File: src/rtl/irq_ctrl.sv
// irq_ctrl: edge-triggered interrupt controller with fixed lowest-index
// priority, a single-level IDLE/REQ/SERVICE handshake with the control unit,
// vectored ISR address generation and a saturating lost-event counter.
// Optional feature: define IRQ_MASK_EN to add a per-source mask register
// (ports mask_wr / mask_wdata).
module irq_ctrl #(
  parameter int          NUM_SRC  = 8,
  parameter logic [31:0] VEC_BASE = 32'h0000_0100
) (
  input  logic               CLK,
  input  logic               RES,
  input  logic [NUM_SRC-1:0] irq_src,
  output logic               irq,
  output logic [3:0]         irq_id,
  input  logic               irq_ack,
  input  logic               irq_status_update,
  input  logic               irq_context,
  output logic               irq_status,
  output logic [31:0]        isr_addr,
  output logic [7:0]         miss_cnt
`ifdef IRQ_MASK_EN
  ,
  input  logic               mask_wr,
  input  logic [NUM_SRC-1:0] mask_wdata
`endif
);

  typedef enum logic [1:0] {
    S_IDLE    = 2'd0,
    S_REQ     = 2'd1,
    S_SERVICE = 2'd2
  } state_t;

  state_t             r_state;
  logic               r_irq;
  logic [3:0]         r_irq_id;
  logic               r_irq_status;
  logic [31:0]        r_isr_addr;
  logic [7:0]         r_miss_cnt;
  logic [NUM_SRC-1:0] r_src_q;
  logic [NUM_SRC-1:0] r_pending;

  logic [NUM_SRC-1:0] w_event;
  logic [NUM_SRC-1:0] w_clr;
  logic [NUM_SRC-1:0] w_eligible;
  logic [3:0]         w_win_id;
  logic               w_ack_req;
  logic               w_lost_any;

  // Lowest set bit index; callers only use the result when the vector is non-zero.
  function automatic logic [3:0] f_first_set(input logic [NUM_SRC-1:0] vec);
    logic [3:0] idx;
    idx = 4'd0;
    for (int i = NUM_SRC - 1; i >= 0; i--) begin
      if (vec[i]) begin
        idx = 4'(i);
      end
    end
    return idx;
  endfunction

  assign w_event    = irq_src & ~r_src_q;
  assign w_ack_req  = (r_state == S_REQ) && irq_ack;
  // A lost event is one landing on a pending bit that survives this edge;
  // an event coinciding with the acknowledge of its own source re-arms it instead.
  assign w_lost_any = |(w_event & r_pending & ~w_clr);
  assign w_win_id   = f_first_set(w_eligible);

`ifdef IRQ_MASK_EN
  logic [NUM_SRC-1:0] r_mask;

  // Mask register: all sources enabled out of reset.
  always_ff @(posedge CLK or posedge RES) begin
    if (RES) begin
      r_mask <= '1;
    end else if (mask_wr) begin
      r_mask <= mask_wdata;
    end else begin
      r_mask <= r_mask;
    end
  end

  assign w_eligible = r_pending & r_mask;
`else
  assign w_eligible = r_pending;
`endif

  // Decode the pending bit cleared by an acknowledge accepted in REQ.
  always_comb begin
    w_clr = '0;
    for (int i = 0; i < NUM_SRC; i++) begin
      if (w_ack_req && (r_irq_id == 4'(i))) begin
        w_clr[i] = 1'b1;
      end else begin
        w_clr[i] = 1'b0;
      end
    end
  end

  // Edge-detect delay register and pending latch (a new event beats a clear).
  always_ff @(posedge CLK or posedge RES) begin
    if (RES) begin
      r_src_q   <= '0;
      r_pending <= '0;
    end else begin
      r_src_q   <= irq_src;
      r_pending <= (r_pending & ~w_clr) | w_event;
    end
  end

  // Saturating count of edges on which at least one event was lost.
  always_ff @(posedge CLK or posedge RES) begin
    if (RES) begin
      r_miss_cnt <= 8'd0;
    end else if (w_lost_any && (r_miss_cnt != 8'hFF)) begin
      r_miss_cnt <= r_miss_cnt + 8'd1;
    end else begin
      r_miss_cnt <= r_miss_cnt;
    end
  end

  // In-ISR flag follows every status strobe regardless of FSM state.
  always_ff @(posedge CLK or posedge RES) begin
    if (RES) begin
      r_irq_status <= 1'b0;
    end else if (irq_status_update) begin
      r_irq_status <= irq_context;
    end else begin
      r_irq_status <= r_irq_status;
    end
  end

  // Request handshake FSM with registered irq, irq_id and isr_addr.
  always_ff @(posedge CLK or posedge RES) begin
    if (RES) begin
      r_state    <= S_IDLE;
      r_irq      <= 1'b0;
      r_irq_id   <= 4'd0;
      r_isr_addr <= 32'd0;
    end else begin
      case (r_state)
        S_IDLE: begin
          if ((|w_eligible) && !r_irq_status) begin
            r_state  <= S_REQ;
            r_irq    <= 1'b1;
            r_irq_id <= w_win_id;
          end
        end
        S_REQ: begin
          // The latched id is held even if a higher-priority source arrives.
          if (irq_ack) begin
            r_state    <= S_SERVICE;
            r_irq      <= 1'b0;
            r_isr_addr <= VEC_BASE + {26'd0, r_irq_id, 2'b00};
          end
        end
        S_SERVICE: begin
          if (irq_status_update && !irq_context) begin
            r_state <= S_IDLE;
          end
        end
        default: begin
          r_state <= S_IDLE;
          r_irq   <= 1'b0;
        end
      endcase
    end
  end

  assign irq        = r_irq;
  assign irq_id     = r_irq_id;
  assign irq_status = r_irq_status;
  assign isr_addr   = r_isr_addr;
  assign miss_cnt   = r_miss_cnt;

endmodule

File: config.mk
export PLATFORM = sky130hd
export DESIGN_NAME = irq_ctrl
export DESIGN_NICKNAME = d
export VERILOG_FILES = /design/src/rtl/irq_ctrl.sv
export SDC_FILE = /design/constraint.sdc
export NUM_CORES = 1
export LEC_CHECK = 0
export ABC_AREA = 1
export CAP_MARGIN = 25
export CORE_MARGIN = 4
export CORE_UTILIZATION = 35
export CTS_CLUSTER_SIZE = 24
export DETAILED_ROUTE_END_ITERATION = 12
export PLACE_DENSITY_LB_ADDON = 0.05
export SETUP_SLACK_MARGIN = 0.15
export SLEW_MARGIN = 20
export SYNTH_ARGS = -nofsm -noshare
export SYNTH_HDL_FRONTEND = slang
export SYNTH_SLANG_ARGS = --single-unit
File: constraint.sdc
create_clock -name CLK -period 1.8 [get_ports CLK]
set_clock_uncertainty 0.1 [all_clocks]
set_input_delay 0.54 -clock CLK [delete_from_list [all_inputs] [get_ports CLK]]
set_output_delay 0.54 -clock CLK [all_outputs]
set_load 0.1 [all_outputs]
======== Word level (Yosys, flattened, before mapping) ========
Cells that the tools add are included.
operators by class
  multiplexer cells ....................... 23
  bitwise gates (word level) .............. 8
  $add $sub $neg .......................... 2
  reductions and logical operators ........ 22
  equal/unequal tests ..................... 13
operator list
  cell                  number
  $and 8x8->8           4
  $mux 4                7
  $eq 4x3->1 const B    4
  $not 8->8             2
  $reduce_or 8->1       2
  $logic_and 1x1->1     12
  $add 9x6->10 const A  1
  $mux 1                10
  $add 8x1->8 const B   1
  $eq 4x2->1 const B    2
  $ne 8x8->1 const B    1
  $or 8x8->8            1
  $mux 2                3
  $ne 2x2->1 const B    3
  $pmux 2 s3            1
  $reduce_and 3->1      2
  $eq 4x1->1 const B    1
  $logic_not 4->1       1
  $reduce_and 2->1      2
  $mux 3                1
  $pmux 1 s3            1
  $eq 2x1->1 const B    1
  $eq 2x2->1 const B    1
  $logic_not 1->1       2
  2 further kinds       2
word-level totals
  register bits after elaboration ......... 64
  logic and storage cells ................. 76
  output and inout bits ................... 46
  input bits .............................. 13

======== Depth between registers and ports, before layout ========
  depth in word-level cells ............... 8
  depth in mapped cells ................... 11
  depth with buffers taken out ............ 11

======== Worst setup path after synthesis ========
OpenSTA, ideal clock, no wires.
  kind .................................... register to register
  start ................................... reg r_miss_cnt[0] (netlist: miss_cnt[0])
  end ..................................... reg r_miss_cnt[3] (netlist: miss_cnt[3])
  data arrival time ....................... 2.196 ns
  stages on the path, launching flop included .. 8
  data required time ...................... 1.633 ns
  library setup time ...................... 0.067 ns
  path slack .............................. -0.563 ns
  period minus slack after synthesis ...... 2.363 ns
  buffers on the path ..................... 0
  path through ............................ dfrtp_1 ha_1 nand3_1 nor3b_1 nand2_1 nand2_4 nand2_1 nand2_1
on the way
  longest elaborated chain between the ends .. 2
  elaborated cells between the ends (all ways) .. 3
  classes of those cells .................. add/sub (1); eq/ne (1); reduce/logical (1)
ends and longest elaborated chain
  item                                                                 line  source
  start: declaration                                                   39    logic [7:0] r_miss_cnt;
  start signal: assignment                                             116   r_miss_cnt <= r_miss_cnt + 8'd1;
  start signal: assignment                                             118   r_miss_cnt <= r_miss_cnt;
  parallel branches: the longest is 2 deep, another holds $add 8x1->8  -
Several ways; the timed one is not identified.
A chain may end at the register's enable or synchronous reset.

======== Final worst setup path ========
  start ................................... reg r_irq_id[1] (netlist: irq_id[1])
  end ..................................... out irq_id[1]
RTL lines
  item                      line  source
  start: declaration        36    logic [3:0] r_irq_id;
  start signal: assignment  146   r_irq_id <= w_win_id;
  end: declaration          14    output logic [3:0] irq_id,
No word-level cell between the ends.

==> flow_metrics.env <==
export IMPL_outcome="finished, final reports clean"
export IMPL_clkLatencyLatePin_ns=0.28
export IMPL_cts_tree="built"
export IMPL_pwr_share_comb=0.579
export IMPL_grt_overflow_total=0
export IMPL_root_buffer="clkbuf_8"
export IMPL_synth_common_cells="nand2_1 (59), dfrtp_1 (35), buf_4 (29), inv_1 (20), o21ai_0 (17)"
export IMPL_drt_pass1_iterations=4
export IMPL_die_w_um=80.7
export IMPL_path_buf_inv=1
export IMPL_path_clk_slew_ns=0.07
export IMPL_critPathMaxFanout=8
export IMPL_dpl_hpwl_um=2930
export IMPL_drc=0
export IMPL_synth_edf_count=0
export IMPL_syn_to_final_growth_pct=45.6
export IMPL_worstPathCellList="buf_12"
export IMPL_yosysSeqAreaShare=0.474
export IMPL_grt_pass1_vias=1375
export IMPL_antennaDiodeCount=0
export IMPL_cts_hold_buf=0
export IMPL_post_drt_wl_per_cell_um=11.3
export IMPL_leakage_uw=0.00131
export IMPL_via_count=1497
export IMPL_hold_path_class="in2reg"
export IMPL_die_area_sq_um=6510
export IMPL_cp_slowest_cell="dfrtp_4"
export IMPL_max_freq_mhz=604
export IMPL_syn_instance_count=225
export IMPL_finalCriticalPeriod_ns=1.65
export IMPL_ys_ff_latch=35
export IMPL_period_share=0.919
export IMPL_netlist_area_sq_um=1850
export IMPL_core_sq_um=5110
export IMPL_p_clk_frac=0.133
export IMPL_n_fill_cell=493
export IMPL_netlist_cell_type_count=25
export IMPL_die_height_um=80.7
export IMPL_p_sw_frac=0.505
export IMPL_port_buffers=29
export IMPL_yosysMostFrequentCell="nand2_1"
export IMPL_async_flop_share=1.00
export IMPL_grt_use_total=0.128
export IMPL_power_internal_uw=2300
export IMPL_antenna_found_initial=0
export IMPL_drv_slew=0
export IMPL_p_total_uw=4640
export IMPL_start_util=0.362
export IMPL_rsz0062_at_grt="true"
export IMPL_peakVddDrop_uv=729
export IMPL_synth_top_area_share=0.474
export IMPL_end_kind="output pin"
export IMPL_grt_first_pass_wirelength_um=6440
export IMPL_pin_count=59
export IMPL_critPathKind="reg2out"
export IMPL_cp_depth=1
export IMPL_worst_path_largest_cell_delay_ns=0.54
export IMPL_start_kind="flip-flop"
export IMPL_htreeDepth=2
export IMPL_finalSetupViolCount=0
export IMPL_power_frac_seq=0.289
export IMPL_syn_area_per_cell_sq_um=8.21
export IMPL_nets=293
export IMPL_routed_wl_um=3960
export IMPL_clock_sinks=35
export IMPL_vias_per_cell=4.28
export IMPL_finalInstanceArea_sq_um=2690
export IMPL_ys_flop_type="dfrtp_1"
export IMPL_cp_data_arrival_time_ns=1.01
export IMPL_yosys_top_cells_area="dfrtp_1 (47%), nand2_1 (12%), buf_4 (12%), o21ai_0 (4.6%), inv_1 (4.1%)"
export IMPL_drt_first_iter_violations=45
export IMPL_setup_tns_ns=0
export IMPL_synth_top_area_cell="dfrtp_1"
export IMPL_r2r_cells=11
export IMPL_min_path_cells=1
export IMPL_clock_path_buffers=2
export IMPL_drive_gt1_frac=0.346
export IMPL_cts_buffers=5
export IMPL_report_final_hold_viol_count=0
export IMPL_yosys_warnings=0
export IMPL_grt_max_degree=36
export IMPL_placed_cell_area_sq_um=2440
export IMPL_power_density_nw_per_um2=1730
export IMPL_final_core_util=0.527
export IMPL_gp_congestion=0.777
export IMPL_postRouteAntennaNets=0
export IMPL_num_rows=26
export IMPL_critical_path_top_delay_family="flip-flops"
export IMPL_required_ns=1.16
export IMPL_p_switching_uw=2340
export IMPL_cap_violations=0
==> flip-flops by register name, summed over array words and instances (netlist names) <==
register	count
r_pending	8
isr_addr	4
irq	1
r_src_q	8
irq_status	1
irq_id	3
miss_cnt	8
r_state	2
==> layout by cell type, fill, tap and decap left out, types with 9 or more instances in the layout <==
cell     synthesis  layout
nand2_1         59      49
conb_1           1      29
dfrtp_1         35      25
buf_12           0      18
o21ai_0         17      17
buf_4           29      17
inv_1           20      16
nand2_2          3      14
nand3_1         13      12
nor2_1          12       9
==> metrics by stage <==
step | hold slack [ns] | setup WS [ns] | cells
6_report | 0.318 | 0.145 | 350
5_1_grt | 0.311 | 0.0656 | 350
2_1_floorplan | 0.337 | 0.0865 | 253
4_1_cts | 0.369 | 0.151 | 344
3_5_place_dp | 0.351 | -0.407 | 334
3_3_place_gp | 0.348 | -0.404 | 334
==> layout make-up <==
class                      count  area [sq um]  area share
timing repair buffer          47           607       0.226
tap                           70          87.6      0.0326
sequential                    35           901       0.335
inverter                      25          98.8      0.0367
multi-input combinational    165           896       0.333
clock buffer                   8           100      0.0372
==> worst reg2reg max path, stage by stage (launching register included) <==
cell and delay (ns):
dfrtp_4 0.49, buf_4 0.14, nand2_1 0.07, nor2_1 0.14, nand2_2 0.08, nand2_1 0.07, nand2_2 0.07, nor2_4 0.12
nand2_4 0.10, nand2_8 0.10, nand2_1 0.06, nand2_1 0.06
==> routing by layer <==
layer / track usage / wire length [um]
met3: 0.0359 / 225
met4: 0.0439 / 46
met2: 0.199 / 1880
met1: 0.172 / 1800
met5: 0 / 0
==> cell families (layout without fill, tap and decap cells) <==
kind of cell | after synthesis | in the layout | synth area share
xor+xnor | 5 | 5 | 0.0237
other cells | 1 | 29 | 0.00203
compound gates | 23 | 23 | 0.0657
fa+ha+maj | 1 | 1 | 0.00677
flops | 35 | 35 | 0.474
buf+inv | 54 | 80 | 0.169
simple gates | 106 | 107 | 0.259
==> what timing repair did <==
item	4_1_cts	5_1_grt
gates cloned	1	0
pin swaps	8	9
buffers inserted	1	6
gates resized for setup	15	21
setup endpoints to repair	9	13
==> final timing paths <==
| path | start | endpoint | slack [ns] |
|---|---|---|---|
| min in group asynchronous | RES | miss_cnt[7] | 0.51 |
| worst max-delay path | irq_id[1] | irq_id[1] | 0.15 |
| worst max register to register | irq_id[0] | miss_cnt[3] | 0.15 |
| worst min-delay path | irq_src[2] | r_src_q[2] | 0.32 |
| max in group asynchronous | RES | miss_cnt[0] | 0.90 |
| worst min register to register | r_src_q[1] | r_pending[1] | 0.37 |
==> power by group through the flow <==
stage | clock, uW | combinational (uW) | sequential, uW
4_1_cts | 639 | 2560 | 1340
5_1_grt | 682 | 2840 | 1380
6_report | 616 | 2690 | 1340
3_3_place_gp | 0 | 2510 | 1350
3_5_place_dp | 0 | 2520 | 1350
2_1_floorplan | 0 | 821 | 2210
Power figures use the tool's default switching activity.
